<file path="src/rtl/jtoutrun_obj_dispatch_pkg.sv">
// Shared definitions for the OutRun sprite command dispatcher.
// Holds the draw-command field map (also used by the line scanner that
// packs cmd_in), the sequencer state encoding and small helpers.
package jtoutrun_obj_dispatch_pkg;

  // Command word width; the field map below fills it exactly.
  localparam int CW = 50;

  // cmd_in = {backwd,hflip,hzoom,pal,shadow,prio,bank,offset,xpos}
  localparam int XPOS_LSB   = 0;
  localparam int XPOS_W     = 9;
  localparam int OFFSET_LSB = 9;
  localparam int OFFSET_W   = 16;
  localparam int BANK_LSB   = 25;
  localparam int BANK_W     = 3;
  localparam int PRIO_LSB   = 28;
  localparam int PRIO_W     = 2;
  localparam int SHADOW_BIT = 30;
  localparam int PAL_LSB    = 31;
  localparam int PAL_W      = 7;
  localparam int HZOOM_LSB  = 38;
  localparam int HZOOM_W    = 10;
  localparam int HFLIP_BIT  = 48;
  localparam int BACKWD_BIT = 49;

  typedef enum logic [1:0] {
    ST_IDLE    = 2'd0,
    ST_LAUNCH  = 2'd1,
    ST_WAIT_UP = 2'd2,
    ST_WAIT_DN = 2'd3
  } state_t;

  // WAIT_UP gives up on its third silent cycle, so together with the
  // LAUNCH cycle the engine gets four cycles to raise busy.
  localparam logic [1:0] WAIT_UP_LAST = 2'd2;

  localparam logic [7:0] DROP_MAX = 8'hFF;

  // Saturating increment for the 8-bit drop counter.
  function automatic logic [7:0] sat_inc(input logic [7:0] v);
    if (v == DROP_MAX) begin
      return v;
    end else begin
      return v + 8'd1;
    end
  endfunction

endpackage

</file>
<file path="src/rtl/jtoutrun_obj_dispatch_if.sv">
// Scanner/draw-engine bus of the sprite dispatcher.
//   push, cmd_in : scanner -> dispatcher command write
//   full         : dispatcher -> scanner, queue holds 2**AW entries
//   draw_start   : dispatcher -> engine, one-cycle start pulse
//   draw_busy    : engine -> dispatcher, engine is drawing
//   xpos..backwd : dispatcher -> engine, fields of the current sprite
// master = scanner/engine side, slave = dispatcher.
interface jtoutrun_obj_dispatch_if;
  import jtoutrun_obj_dispatch_pkg::*;

  logic          push;
  logic [CW-1:0] cmd_in;
  logic          full;
  logic          draw_start;
  logic          draw_busy;
  logic [8:0]    xpos;
  logic [15:0]   offset;
  logic [2:0]    bank;
  logic [1:0]    prio;
  logic          shadow;
  logic [6:0]    pal;
  logic [9:0]    hzoom;
  logic          hflip;
  logic          backwd;

  modport master (
    output push, cmd_in, draw_busy,
    input  full, draw_start, xpos, offset, bank, prio, shadow, pal, hzoom, hflip, backwd
  );

  modport slave (
    input  push, cmd_in, draw_busy,
    output full, draw_start, xpos, offset, bank, prio, shadow, pal, hzoom, hflip, backwd
  );

endinterface

</file>
<file path="src/rtl/jtoutrun_obj_dispatch_fifo.sv">
// Synchronous command FIFO with a registered read port.
//   clk, rst_n : clock, synchronous active-low reset
//   flush      : empties the queue; a push in the same cycle is discarded
//   push/wdata : write request (accepted when not full, or when popping)
//   pop        : moves the head into rdata
//   rdata      : registered head; only changes on a pop (kept on flush)
//   full/empty : occupancy flags
module jtoutrun_obj_dispatch_fifo #(
  parameter int AW = 3,
  parameter int DW = 50
) (
  input  logic          clk,
  input  logic          rst_n,
  input  logic          flush,
  input  logic          push,
  input  logic [DW-1:0] wdata,
  input  logic          pop,
  output logic [DW-1:0] rdata,
  output logic          full,
  output logic          empty
);

  localparam int             DEPTH    = 2**AW;
  localparam logic [AW:0]    FULL_CNT = DEPTH[AW:0];
  localparam logic [AW-1:0]  PTR_ONE  = {{(AW-1){1'b0}}, 1'b1};
  localparam logic [AW:0]    CNT_ONE  = {{AW{1'b0}}, 1'b1};

  logic [DW-1:0] mem_r [DEPTH];
  logic [AW-1:0] wptr_r;
  logic [AW-1:0] rptr_r;
  logic [AW:0]   count_r;
  logic          do_push_s;
  logic          do_pop_s;

  assign full  = (count_r == FULL_CNT);
  assign empty = (count_r == {(AW+1){1'b0}});

  // Qualify requests: flush wins, a full queue accepts a write only
  // when the head leaves in the same cycle.
  always_comb begin
    do_push_s = 1'b0;
    do_pop_s  = 1'b0;
    if (flush) begin
      do_push_s = 1'b0;
      do_pop_s  = 1'b0;
    end else begin
      do_push_s = push && (!full || pop);
      do_pop_s  = pop && !empty;
    end
  end

  // Storage array; contents need no reset since count gates reads.
  always_ff @(posedge clk) begin
    if (do_push_s) begin
      mem_r[wptr_r] <= wdata;
    end
  end

  // Pointers and occupancy count.
  always_ff @(posedge clk) begin
    if (!rst_n || flush) begin
      wptr_r  <= {AW{1'b0}};
      rptr_r  <= {AW{1'b0}};
      count_r <= {(AW+1){1'b0}};
    end else begin
      if (do_push_s) wptr_r <= wptr_r + PTR_ONE;
      if (do_pop_s)  rptr_r <= rptr_r + PTR_ONE;
      case ({do_push_s, do_pop_s})
        2'b10:   count_r <= count_r + CNT_ONE;
        2'b01:   count_r <= count_r - CNT_ONE;
        default: count_r <= count_r;
      endcase
    end
  end

  // Registered read port; it doubles as the sprite field register.
  always_ff @(posedge clk) begin
    if (!rst_n) begin
      rdata <= {DW{1'b0}};
    end else if (do_pop_s) begin
      rdata <= mem_r[rptr_r];
    end
  end

endmodule

</file>
<file path="src/rtl/jtoutrun_obj_dispatch.sv">
// OutRun sprite command dispatcher: queues scanner draw commands and
// issues them one at a time to the draw engine.
//   clk, rst_n : clock, synchronous active-low reset
//   hstart     : line start; flushes the queue and aborts sequencing
//   bus        : scanner/engine bus (push, cmd_in, full, draw_start,
//                draw_busy and the current sprite fields)
//   idle       : queue empty and sequencer idle
//   line_drops : commands dropped during the previous line
module jtoutrun_obj_dispatch
  import jtoutrun_obj_dispatch_pkg::*;
#(
  parameter int AW = 3
) (
  input  logic                    clk,
  input  logic                    rst_n,
  input  logic                    hstart,
  jtoutrun_obj_dispatch_if.slave  bus,
  output logic                    idle,
  output logic [7:0]              line_drops
);

  state_t        state_r;
  logic          draw_start_r;
  logic [1:0]    wait_cnt_r;
  logic [7:0]    drop_cnt_r;
  logic [CW-1:0] field_s;
  logic          full_s;
  logic          empty_s;
  logic          pop_s;
  logic          drop_s;

  jtoutrun_obj_dispatch_fifo #(
    .AW (AW),
    .DW (CW)
  ) u_fifo (
    .clk   (clk),
    .rst_n (rst_n),
    .flush (hstart),
    .push  (bus.push),
    .wdata (bus.cmd_in),
    .pop   (pop_s),
    .rdata (field_s),
    .full  (full_s),
    .empty (empty_s)
  );

  // Pop only from IDLE; a push refused by a full queue with no pop
  // is a drop, except during hstart where the push is simply ignored.
  always_comb begin
    pop_s  = 1'b0;
    drop_s = 1'b0;
    if (hstart) begin
      pop_s  = 1'b0;
      drop_s = 1'b0;
    end else begin
      pop_s  = (state_r == ST_IDLE) && !empty_s;
      drop_s = bus.push && full_s && !pop_s;
    end
  end

  // Sequencer: start pulse, wait for busy to rise then fall, with a
  // timeout in case the engine never acknowledges.
  always_ff @(posedge clk) begin
    if (!rst_n || hstart) begin
      state_r      <= ST_IDLE;
      draw_start_r <= 1'b0;
      wait_cnt_r   <= 2'd0;
    end else begin
      case (state_r)
        ST_IDLE: begin
          if (pop_s) begin
            draw_start_r <= 1'b1;
            state_r      <= ST_LAUNCH;
          end else begin
            draw_start_r <= 1'b0;
          end
        end
        ST_LAUNCH: begin
          draw_start_r <= 1'b0;
          wait_cnt_r   <= 2'd0;
          state_r      <= ST_WAIT_UP;
        end
        ST_WAIT_UP: begin
          if (bus.draw_busy) begin
            state_r <= ST_WAIT_DN;
          end else if (wait_cnt_r == WAIT_UP_LAST) begin
            state_r <= ST_IDLE;
          end else begin
            wait_cnt_r <= wait_cnt_r + 2'd1;
          end
        end
        ST_WAIT_DN: begin
          if (!bus.draw_busy) begin
            state_r <= ST_IDLE;
          end
        end
        default: begin
          state_r      <= ST_IDLE;
          draw_start_r <= 1'b0;
        end
      endcase
    end
  end

  // Drop counter for the current line; latched and cleared at hstart.
  always_ff @(posedge clk) begin
    if (!rst_n) begin
      drop_cnt_r <= 8'd0;
      line_drops <= 8'd0;
    end else if (hstart) begin
      line_drops <= drop_cnt_r;
      drop_cnt_r <= 8'd0;
    end else if (drop_s) begin
      drop_cnt_r <= sat_inc(drop_cnt_r);
    end
  end

  assign idle           = empty_s && (state_r == ST_IDLE);
  assign bus.full       = full_s;
  assign bus.draw_start = draw_start_r;
  assign bus.xpos       = field_s[XPOS_LSB +: XPOS_W];
  assign bus.offset     = field_s[OFFSET_LSB +: OFFSET_W];
  assign bus.bank       = field_s[BANK_LSB +: BANK_W];
  assign bus.prio       = field_s[PRIO_LSB +: PRIO_W];
  assign bus.shadow     = field_s[SHADOW_BIT];
  assign bus.pal        = field_s[PAL_LSB +: PAL_W];
  assign bus.hzoom      = field_s[HZOOM_LSB +: HZOOM_W];
  assign bus.hflip      = field_s[HFLIP_BIT];
  assign bus.backwd     = field_s[BACKWD_BIT];

endmodule

</file>
<file path="src/flat_wrapper.sv">
// flat-port wrapper written by rule: the top's interface ports become plain ports
module jtoutrun_obj_dispatch_flat import jtoutrun_obj_dispatch_pkg::*;
#(
  parameter int AW = 3
)
  (clk, rst_n, hstart, idle, line_drops, bus_push, bus_cmd_in, bus_draw_busy, bus_full, bus_draw_start, bus_xpos, bus_offset, bus_bank, bus_prio, bus_shadow, bus_pal, bus_hzoom, bus_hflip, bus_backwd);
  jtoutrun_obj_dispatch_if bus_i ();
  input  logic clk;
  input  logic rst_n;
  input  logic hstart;
  output logic idle;
  output logic [7:0] line_drops;
  input wire logic [$bits(bus_i.push)-1:0] bus_push;
  input wire logic [$bits(bus_i.cmd_in)-1:0] bus_cmd_in;
  input wire logic [$bits(bus_i.draw_busy)-1:0] bus_draw_busy;
  output wire logic [$bits(bus_i.full)-1:0] bus_full;
  output wire logic [$bits(bus_i.draw_start)-1:0] bus_draw_start;
  output wire logic [$bits(bus_i.xpos)-1:0] bus_xpos;
  output wire logic [$bits(bus_i.offset)-1:0] bus_offset;
  output wire logic [$bits(bus_i.bank)-1:0] bus_bank;
  output wire logic [$bits(bus_i.prio)-1:0] bus_prio;
  output wire logic [$bits(bus_i.shadow)-1:0] bus_shadow;
  output wire logic [$bits(bus_i.pal)-1:0] bus_pal;
  output wire logic [$bits(bus_i.hzoom)-1:0] bus_hzoom;
  output wire logic [$bits(bus_i.hflip)-1:0] bus_hflip;
  output wire logic [$bits(bus_i.backwd)-1:0] bus_backwd;
  assign bus_i.push = bus_push;
  assign bus_i.cmd_in = bus_cmd_in;
  assign bus_i.draw_busy = bus_draw_busy;
  assign bus_full = bus_i.full;
  assign bus_draw_start = bus_i.draw_start;
  assign bus_xpos = bus_i.xpos;
  assign bus_offset = bus_i.offset;
  assign bus_bank = bus_i.bank;
  assign bus_prio = bus_i.prio;
  assign bus_shadow = bus_i.shadow;
  assign bus_pal = bus_i.pal;
  assign bus_hzoom = bus_i.hzoom;
  assign bus_hflip = bus_i.hflip;
  assign bus_backwd = bus_i.backwd;
  jtoutrun_obj_dispatch #(.AW(AW)) u_core (.clk(clk), .rst_n(rst_n), .hstart(hstart), .bus(bus_i), .idle(idle), .line_drops(line_drops));
endmodule
</file>
<file path="config.mk">
export PLATFORM = sky130hd
export DESIGN_NAME = jtoutrun_obj_dispatch_flat
export DESIGN_NICKNAME = d
export VERILOG_FILES = /design/src/rtl/jtoutrun_obj_dispatch_pkg.sv /design/src/rtl/jtoutrun_obj_dispatch_if.sv /design/src/rtl/jtoutrun_obj_dispatch_fifo.sv /design/src/rtl/jtoutrun_obj_dispatch.sv /design/src/flat_wrapper.sv
export SDC_FILE = /design/constraint.sdc
export NUM_CORES = 1
export LEC_CHECK = 0
export ABC_AREA = 1
export BUFFER_PORTS_ARGS = -buffer_cell sky130_fd_sc_hd__buf_2
export CAP_MARGIN = 5
export CORE_MARGIN = 4
export CORE_UTILIZATION = 57
export CTS_CLUSTER_DIAMETER = 200
export DETAILED_ROUTE_END_ITERATION = 8
export PLACE_DENSITY = 0.74
export SKIP_LAST_GASP = 1
export SYNTH_ARGS = -nofsm -noshare
export SYNTH_HDL_FRONTEND = slang
export SYNTH_HIERARCHICAL = 1
export SYNTH_SLANG_ARGS = --single-unit
</file>
<file path="constraint.sdc">
create_clock -name clk -period 4.6 [get_ports clk]
set_clock_uncertainty 0.15 [all_clocks]
set_input_delay 0.23 -clock clk [delete_from_list [all_inputs] [get_ports clk]]
set_output_delay 0.23 -clock clk [all_outputs]
set_load 0.03 [all_outputs]
</file>
== Word-level counts from Yosys, hierarchy flattened ==
Memories as Yosys holds them, arrays and structs flattened. A register that Yosys moved wholly into a read port is not among the register bits.
Index checks and enable logic that the tools add are counted.
Cells by class
  bitwise logic cells: 2
  add/sub/neg operators: 6
  equality and inequality tests: 13
  reductions and logical operators: 22
  muxes and demuxes: 17
Operator list (count)
  $mux W2: 6
  $add A8 B1 Y8 const B: 1
  $eq A2 B2 Y1 const B: 4
  $eq A8 B8 Y1 const B: 1
  $ne A2 B2 Y1 const B: 4
  $pmux W2 S4: 1
  $pmux W4 S2: 1
  $mux W1: 7
  $add A3 B1 Y3 const B: 2
  $logic_and A1 B1 Y1: 6
  $reduce_and A3 Y1: 2
  $reduce_bool A2 Y1: 3
  $logic_not A1 Y1: 5
  $add A4 B1 Y4 const B: 1
  $eq A2 B1 Y1 const B: 2
  $eq A4 B4 Y1 const B: 1
  $logic_not A4 Y1: 1
  $pmux W2 S2: 1
  $sub A4 B1 Y4 const B: 1
  $ne A3 B2 Y1 const B: 1
  $add A2 B1 Y2 const B: 1
  $logic_not A2 Y1: 1
  $logic_or A1 B1 Y1: 2
  $not A1 Y1: 2
  3 further kinds: 3
Storage, ports and cells
  memories: 1
  input bits: 55
  output and inout bits: 61
  bits in writable memories: 400
  register bits after elaboration: 31
Memories
  u_core.u_fifo.mem_r: words 8, bits a word 50, read ports 1, clocked after Yosys merged registers in 1, wr ports 1, RTL line jtoutrun_obj_dispatch_fifo.sv:28  | logic [DW-1:0] mem_r [DEPTH];

== Depth between registers and ports, before layout ==
Gate-level depths: netlist of the first run.
  word-level depth: 9
  depth in mapped cells: 18
  mapped depth without buffers: 18

== Hierarchy ==
Netlist of the first run, hierarchy kept.
By module, submodules not included
  jtoutrun_obj_dispatch_fifo: cells an instance 1991, instances 1, area each 19650.1 sq um
  jtoutrun_obj_dispatch: cells an instance 146, instances 1, area each 1006.0 sq um

== Worst setup path before layout of the first run ==
Ideal clock, no wire load.
  path kind: register -> register
  from: register u_core.u_fifo.count_r[1]
  to: memory u_core.u_fifo.mem_r[0][0], enable pin
  library setup time: 0.458 ns
  arrival: 3.579 ns
  slack: 0.413 ns
  cell stages (with the launch flop): 12
  cells stage by stage: dfxtp_1 > nor2_1 > nand3_2 > inv_1 > inv_1 > nand3_1 > nor2_1 > inv_1 > nand4_1 > nand2_1 > or2_2 > nor2_1
Between the ends
  longest elaborated chain between the ends: 9
  elaborated cells on any way between the ends: 11
RTL lines
  start: declaration: RTL line jtoutrun_obj_dispatch_fifo.sv:31  | logic [AW:0] count_r;
  start signal: assignment: RTL line jtoutrun_obj_dispatch_fifo.sv:64  | count_r <= {(AW+1){1'b0}};
  start signal: assignment: RTL line jtoutrun_obj_dispatch_fifo.sv:69  | 2'b10: count_r <= count_r + CNT_ONE;
  start signal: assignment: RTL line jtoutrun_obj_dispatch_fifo.sv:70  | 2'b01: count_r <= count_r - CNT_ONE;
  $logic_not A4 Y1: RTL line jtoutrun_obj_dispatch_fifo.sv:36  | assign empty = (count_r == {(AW+1){1'b0}});
  via u_core.empty_s: RTL line jtoutrun_obj_dispatch.sv:28  | logic empty_s;
  $logic_not A1 Y1: RTL line jtoutrun_obj_dispatch.sv:56  | pop_s = (state_r == ST_IDLE) && !empty_s;
  $logic_and A1 B1 Y1: RTL line jtoutrun_obj_dispatch.sv:56
  $mux W1: RTL line jtoutrun_obj_dispatch.sv:52  | if (hstart) begin
  via u_core.pop_s: RTL line jtoutrun_obj_dispatch.sv:29  | logic pop_s;
  $logic_or A1 B1 Y1: RTL line jtoutrun_obj_dispatch_fifo.sv:47  | do_push_s = push && (!full || pop);
  $logic_and A1 B1 Y1: RTL line jtoutrun_obj_dispatch_fifo.sv:47
  $mux W1: RTL line jtoutrun_obj_dispatch_fifo.sv:43  | if (flush) begin
  $mux W1: RTL line jtoutrun_obj_dispatch_fifo.sv:54  | if (do_push_s) begin
  $mux W1 (implied by the code): RTL line jtoutrun_obj_dispatch_fifo.sv:55  | mem_r[wptr_r] <= wdata;
  end: declaration: RTL line jtoutrun_obj_dispatch_fifo.sv:28
The timed path passes the listed nets, and every way through them passes these cells.

== Final worst setup path of the first run ==
  from: register u_core.u_fifo.count_r[1]
  to: memory u_core.u_fifo.mem_r[7][15], enable pin
The elaborated chain is that of the path after synthesis.

==> flow_summary.toml, run 1 <==
[global_routing]
grt_start_max_net_pins = 202
grt_overflow = 0
track_usage_pct = 23.4
grt_pass1_wl_mm = 73.4
grt_pass1_vias = 14300
grt_antenna_before_repair = 1

[clocking]
htree_levels = 2
cts_made_buffers = 48
tritoncts = "yes"
clk_pin_slew_worst_paths_ps = 60
clockRootBuffer = "clkbuf_16"
clockBufferDepth = 3
clk_latency_ps = 570
cts.repair.resized = 0
cts_sinks = 481

[placement]
dp.final_hpwl_mm = 25.6
portBuffers = 115
gp_congestion = 0.800
place_ws_ps = 1280

[sta]
hold_viol = 0
tightest_slew_ps = 1260
maxSlewViolCount = 0
tns_ps = 0
setup_slack_ps = 1290
fin_crit_sh_pct = 72.1
rsz0062_at_grt = "no"
fmax_ghz = 0.302
slew_headroom_pct = 16.3
setup_violations = 0
period_needed_ps = 3310

[floorplan]
core_um2 = 35700
fp.dieW_um = 198
die_h_um = 198
start_util_pct = 57.9
io_pins = 116
num_rows = 69
die_area_um2 = 39300

[synth]
yosysWarnings = 6
syn_avg_cell_area_um2 = 9.67
synth_ff_type = "edfxtp_1"
synth.distinct_cells = 28
yosysTopAreaCellShare_pct = 58.2
syn_area_um2 = 20700
synth.most_common_cell = "nand2_1"
synth_seq_area_share_pct = 66.0
synth_area_leaders = "edfxtp_1 58%, nand2_1 11%, inv_1 8.8%"
syn_inst = 2137
synth_top_cell_by_area = "edfxtp_1"
synthArstFlopShare_pct = 0
synth-edff-count = 400
synth_fp_nets = 2200
yosys_register_bits = 481
yosys-top-cells-count = "609 x nand2_1, 483 x inv_1, 400 x edfxtp_1"

[setup_path]
worstSetupPathType = "reg -> reg"
crit_path_end_kind = "flop"
crit_required_ps = 4650
path_max_fanout = 40
crit_path_start_kind = "flop"
arrival_ps = 3370

[pwr]
power_uw = 8880
p_leak_uw = 0.0107
power_density_nw_per_um2 = 375
vdd_drop_max_mv = 0.350

[job]
maxCapViolCount = 0

[routing]
ant_nets = 0
via_count = 14400
drc = 0
wl_per_cell_um = 16.4
routed_wl_mm = 45.5
vias_per_cell = 5.18
firstDrtPassIters = 5
drt_iter0_markers = 1050

[worst_hold_path]
hold_class = "in -> reg"

[cells_and_area]
final_nets = 2341
drive_above_1_share_pct = 10.4
synthToLayoutAreaGrowth_pct = 14.7

[outcome]
outcome = "finished clean"
## timing repair
action	CTS	global route
hold buffers	53	0
endpoints found under the setup margin	0	0
hold endpoints to repair	416	0
setup buffers	0	0
## critical path, cell delays in order (launching register included)
cell	delay, ps
dfxtp_1	400
nor2_1	90
nand3_2	90
inv_1	60
inv_1	60
nand3_1	110
nor2_1	220
inv_1	80
nand4_1	110
nand2_1	130
inv_1	130
nand2_1	260
nor2_4	400
buf_4	600
## power by group
group	leakage (µW)	internal, µW	switching, µW
sequential	0.00427	4750	11.9
combinational	0.00566	96.6	196
clock	0.000757	2230	1600
total	0.0107	7070	1800
## area by class of cell
cell class / count / area, µm²
repair buffers: 186 / 1300
clock buffers: 69 / 1360
well taps: 461 / 577
inverters: 488 / 1840
diodes: 1 / 2.50
flip-flops and latches: 481 / 13600
multi-input cells: 1073 / 4790
clock inverters: 20 / 184
fillers: 2656 / 12000
## stage by stage
| step | area [µm²] | instances | hold slack [ps] | util (%) |
|---|---|---|---|---|
| after global routing | 23700 | 2779 | 131 | 66.5 |
| after floorplan | 20700 | 2137 | 179 | - |
| after CTS | 23700 | 2778 | 100 | 66.5 |
| after detailed placement | 21600 | 2636 | 315 | 60.6 |
| after global placement | 21600 | 2636 | 302 | 60.6 |
| final | 23700 | 2779 | 132 | 66.5 |
## logic make-up (layout without fill, tap and decap cells)
group	count (synthesis)	count (layout)	synth area share (%)
AO/OA/AOI/OAI	91	91	2.39
XOR/XNOR	4	4	0.170
adder cells (fa/ha/maj)	8	8	0.521
buffers and inverters	583	763	11.1
flip-flops	481	481	66.0
other	0	1	0
AND/OR/NAND/NOR	970	970	19.8
## registers in the layout, indices dropped and copies added (netlist names)
signal / count
u_core/line_drops: 8
u_core/u_fifo/wptr_r: 3
u_core/u_fifo/mem_r: 400
u_core/bus.draw_start: 1
u_core/drop_cnt_r: 8
u_core/u_fifo/rdata: 50
u_core/wait_cnt_r: 2
u_core/u_fifo/count_r: 4
u_core/u_fifo/rptr_r: 3
u_core/state_r: 2
## worst paths after layout
kind / start / endpoint / slack (ps) / cells past startpoint
setup reg to reg: u_core/u_fifo/count_r[1]$_SDFFE_PP0P_ / u_core/u_fifo/mem_r[7][15]$_DFFE_PP_ / 1290 / 13
setup / recovery: u_core/u_fifo/count_r[1]$_SDFFE_PP0P_ / u_core/u_fifo/mem_r[7][15]$_DFFE_PP_ / 1290 / 13
hold reg to reg: u_core/wait_cnt_r[1]$_SDFFE_PP0P_ / u_core/wait_cnt_r[1]$_SDFFE_PP0P_ / 340 / 2
hold / removal: rst_n / u_core/u_fifo/rdata[7]$_SDFFE_PN0P_ / 130 / 3
## metal layers
layer / vias to the layer above / global-route usage (%) / share of wire, %
li1: 7012 / - / -
met5: - / 0 / 0
met1: 6853 / 31.1 / 42
met4: 0 / 6.99 / 2.1
met2: 456 / 40.3 / 50
met3: 65 / 3.27 / 5.8
## placed cells by master (no fill, tap or decap), types with 2 or more instances in the layout
cell type / instances
buf_4: 13
clkbuf_1: 14
xor2_1: 3
edfxtp_1: 400
dfxtp_4: 2
clkbuf_8: 6
or2_2: 2
bufinv_16: 3
clkbuf_16: 49
nor2_2: 2
inv_2: 5
clkinv_1: 4
dfxtp_1: 78
a21oi_2: 9
dlygate4sd3_1: 53
a21oi_1: 63
inv_6: 3
buf_12: 5
clkinv_2: 9
o21ai_0: 17
a211oi_1: 2
buf_2: 115
ha_1: 7
nor2_1: 27
nor2_4: 9
nand3_1: 310
nand2_1: 609
nand4_1: 3
nand3_2: 4
inv_1: 481
No activity file was read; power rests on OpenSTA's default activity.
==> run 2, diff against run 1 <==
Settings changed: ABC_AREA 1 to 0, CORE_UTILIZATION 57 to 54.
Clock period 4.6 ns to 2.95 ns, I/O delays scaled along.
==> flow_summary.toml, run 2 <==
[placement]
dp.final_hpwl_mm = 20.1
gp_congestion = 0.740
portBuffers = 115

[outcome]
outcome = "finished clean"

[synth]
synth_area_leaders = "edfxtp_1 67%, mux4_2 13%, dfxtp_1 9.0%"
syn_avg_cell_area_um2 = 19.3
synth_fp_nets = 992
yosysTopAreaCellShare_pct = 67.0
yosys-top-cells-count = "400 x edfxtp_1, 100 x mux4_2, 81 x dfxtp_1"
synth.most_common_cell = "edfxtp_1"
synth_seq_area_share_pct = 76.0
syn_area_um2 = 17900
synth_top_cell_by_area = "edfxtp_1"
synth_ff_type = "edfxtp_1"
yosysWarnings = 6
yosys_register_bits = 481
synth-edff-count = 400
synthArstFlopShare_pct = 0
syn_inst = 929
synth.distinct_cells = 53

[pwr]
power_frac_seq_pct = 54.0
swShare_pct = 19.0
vdd_drop_max_mv = 0.448
power_density_nw_per_um2 = 638
comb_power_share_pct = 2.2
p_leak_uw = 0.00719
clock_power_share_pct = 43.7
internal_power_uw = 11100
p_sw_uw = 2610

[routing]
via_count = 9426
routed_wl_mm = 36.4
drt_iter0_markers = 842
vias_per_cell = 5.85
ant_nets = 0
drc = 0
firstDrtPassIters = 7
wl_per_cell_um = 22.6

[global_routing]
grt_pass1_vias = 9713
met3_usage_pct = 3.59
gr-usage-met2_pct = 33.8
track_usage_pct = 20.4
grt_antenna_before_repair = 1
grt_overflow = 0
grt_start_max_net_pins = 55
grt_pass1_wl_mm = 57.1
met1_usage_pct = 29.1
grt-busiest-layer = "met2"

[floorplan]
num_rows = 66
start_util_pct = 55.0
die_area_um2 = 36200
io_pins = 116
die_h_um = 190
fp.dieW_um = 190
core_um2 = 32600

[worst_hold_path]
hold_class = "in -> reg"

[sta]
hold_viol = 0
setup_violations = 0
fin_crit_sh_pct = 90.8
fmax_ghz = 0.373
slew_headroom_pct = 52.6
tns_ps = 0
maxSlewViolCount = 0
rsz0062_at_grt = "no"
whs_ps = 92.5
period_needed_ps = 2680
tightest_slew_ps = 703

[clocking]
cts.repair.resized = 0
cts_sinks = 481
cts_made_buffers = 48
clk_latency_ps = 550
tritoncts = "yes"
clockBufferDepth = 3
clk_pin_slew_worst_paths_ps = 60
clockRootBuffer = "clkbuf_16"
htree_levels = 2
cts_setup_buffers = 0

[setup_path]
arrival_ps = 2980
path_cells = "nor4_2, nor4_4, buf_4, o21ai_4, ha_1, ha_1, a21oi_1, and4b_1, o21ai_0, o31ai_1"
cp_slowest_stage_delay_ps = 420
cp_slowest_cell = "nor4_2"
crit_path_start_kind = "flop"
crit_required_ps = 3250
cp_num_buf_inv = 1
worstSetupPathType = "reg -> reg"
path_max_fanout = 6
crit_path_end_kind = "flop"
crit_family = "simple AND/OR/NAND/NOR gates"
crit_top_cell = "ha_1"

[cells_and_area]
final_util_pct = 65.8
layout_common_cells = "400 x edfxtp_1, 115 x buf_2, 100 x mux4_2"
final_nets = 1192
regMostFlops = "u_core/u_fifo/mem_r"
layout_commonest_cell = "edfxtp_1"
largest_register_ffs = 400
reg_top3 = "u_core/u_fifo/mem_r: 400 flops, u_core/u_fifo/rdata: 50 flops"
synthToLayoutAreaGrowth_pct = 19.8
insertedDiodeCount = 0
drive_above_1_share_pct = 30.1

[job]
maxCapViolCount = 0
run 2: kinds of logic (layout without fill, tap and decap cells):
| group | after synthesis | count (layout) | share of synthesized area [%] |
|---|---|---|---|
| xor gates and xnor gates | 7 | 7 | 0.342 |
| adders and majority gates | 8 | 8 | 0.600 |
| DFF | 481 | 481 | 76.0 |
| muxes | 109 | 109 | 13.1 |
| buffers and inverters | 59 | 298 | 1.69 |
| and+or+nand+nor | 131 | 131 | 3.63 |
| AOI/OAI and AO/OA | 134 | 134 | 4.65 |
run 2: through the flow:
| stage | total power (µW) | instance area [µm²] | setup slack (ps) | instances |
|---|---|---|---|---|
| 2_1_floorplan | 7650 | 18100 | -430 | 929 |
| 3_3_place_gp | 7780 | 19400 | 369 | 1468 |
| 3_5_place_dp | 7790 | 19400 | 298 | 1468 |
| 4_1_cts | 13800 | 21500 | 276 | 1610 |
| 5_1_grt | 14100 | 21500 | 102 | 1610 |
| 6_report | 13700 | 21500 | 271 | 1610 |
run 2: area by class of cell:
| class | instances | area, µm² |
|---|---|---|
| Clock buffer | 76 | 1460 |
| Clock inverter | 13 | 136 |
| Fill cell | 2157 | 11100 |
| Inverter | 8 | 30.0 |
| Multi-Input combinational cell | 389 | 4140 |
| Sequential cell | 481 | 13700 |
| Tap cell | 442 | 553 |
| Timing Repair Buffer | 201 | 1500 |
run 2: final timing paths:
kind         cells after the start                                   from                                     to  slack, ps
max                             10  u_core/u_fifo/count_r[3]$_SDFFE_PP0P_  u_core/u_fifo/count_r[3]$_SDFFE_PP0P_        270
min                              4                                 hstart  u_core/u_fifo/count_r[3]$_SDFFE_PP0P_         90
max reg2reg                     10  u_core/u_fifo/count_r[3]$_SDFFE_PP0P_  u_core/u_fifo/count_r[3]$_SDFFE_PP0P_        270
min reg2reg                      2     u_core/bus.draw_start$_SDFFE_PP0P_     u_core/bus.draw_start$_SDFFE_PP0P_        350
run 2: timing repair:
action                                 in CTS  in global routing
endpoints found under the hold margin     414                  0
setup endpoints to repair                   0                  0
hold buffers                               53                  0
run 2: power by group through the flow:
stage               Combinational [µW]  Clock [µW]  Sequential (µW)
floorplan                         97.2           0             7550
finish                             302        5990             7400
CTS                                304        6090             7400
global route                       330        6410             7400
global placement                   236           0             7550
detailed placement                 244           0             7550
run 2: per-layer routing:
metal  part of all wire [%]  vias up  wire [µm]
li1                       -     4177          -
met1                     42     4883      15300
met2                     50      311      18100
met3                    6.3       53       2290
met4                    1.8        2        651
met5                  0.036        -         13
run 2: worst min-delay path, stage by stage:
cell     delay (ps)
buf_2           210
inv_1           190
nand3_1         130
o31ai_1          60
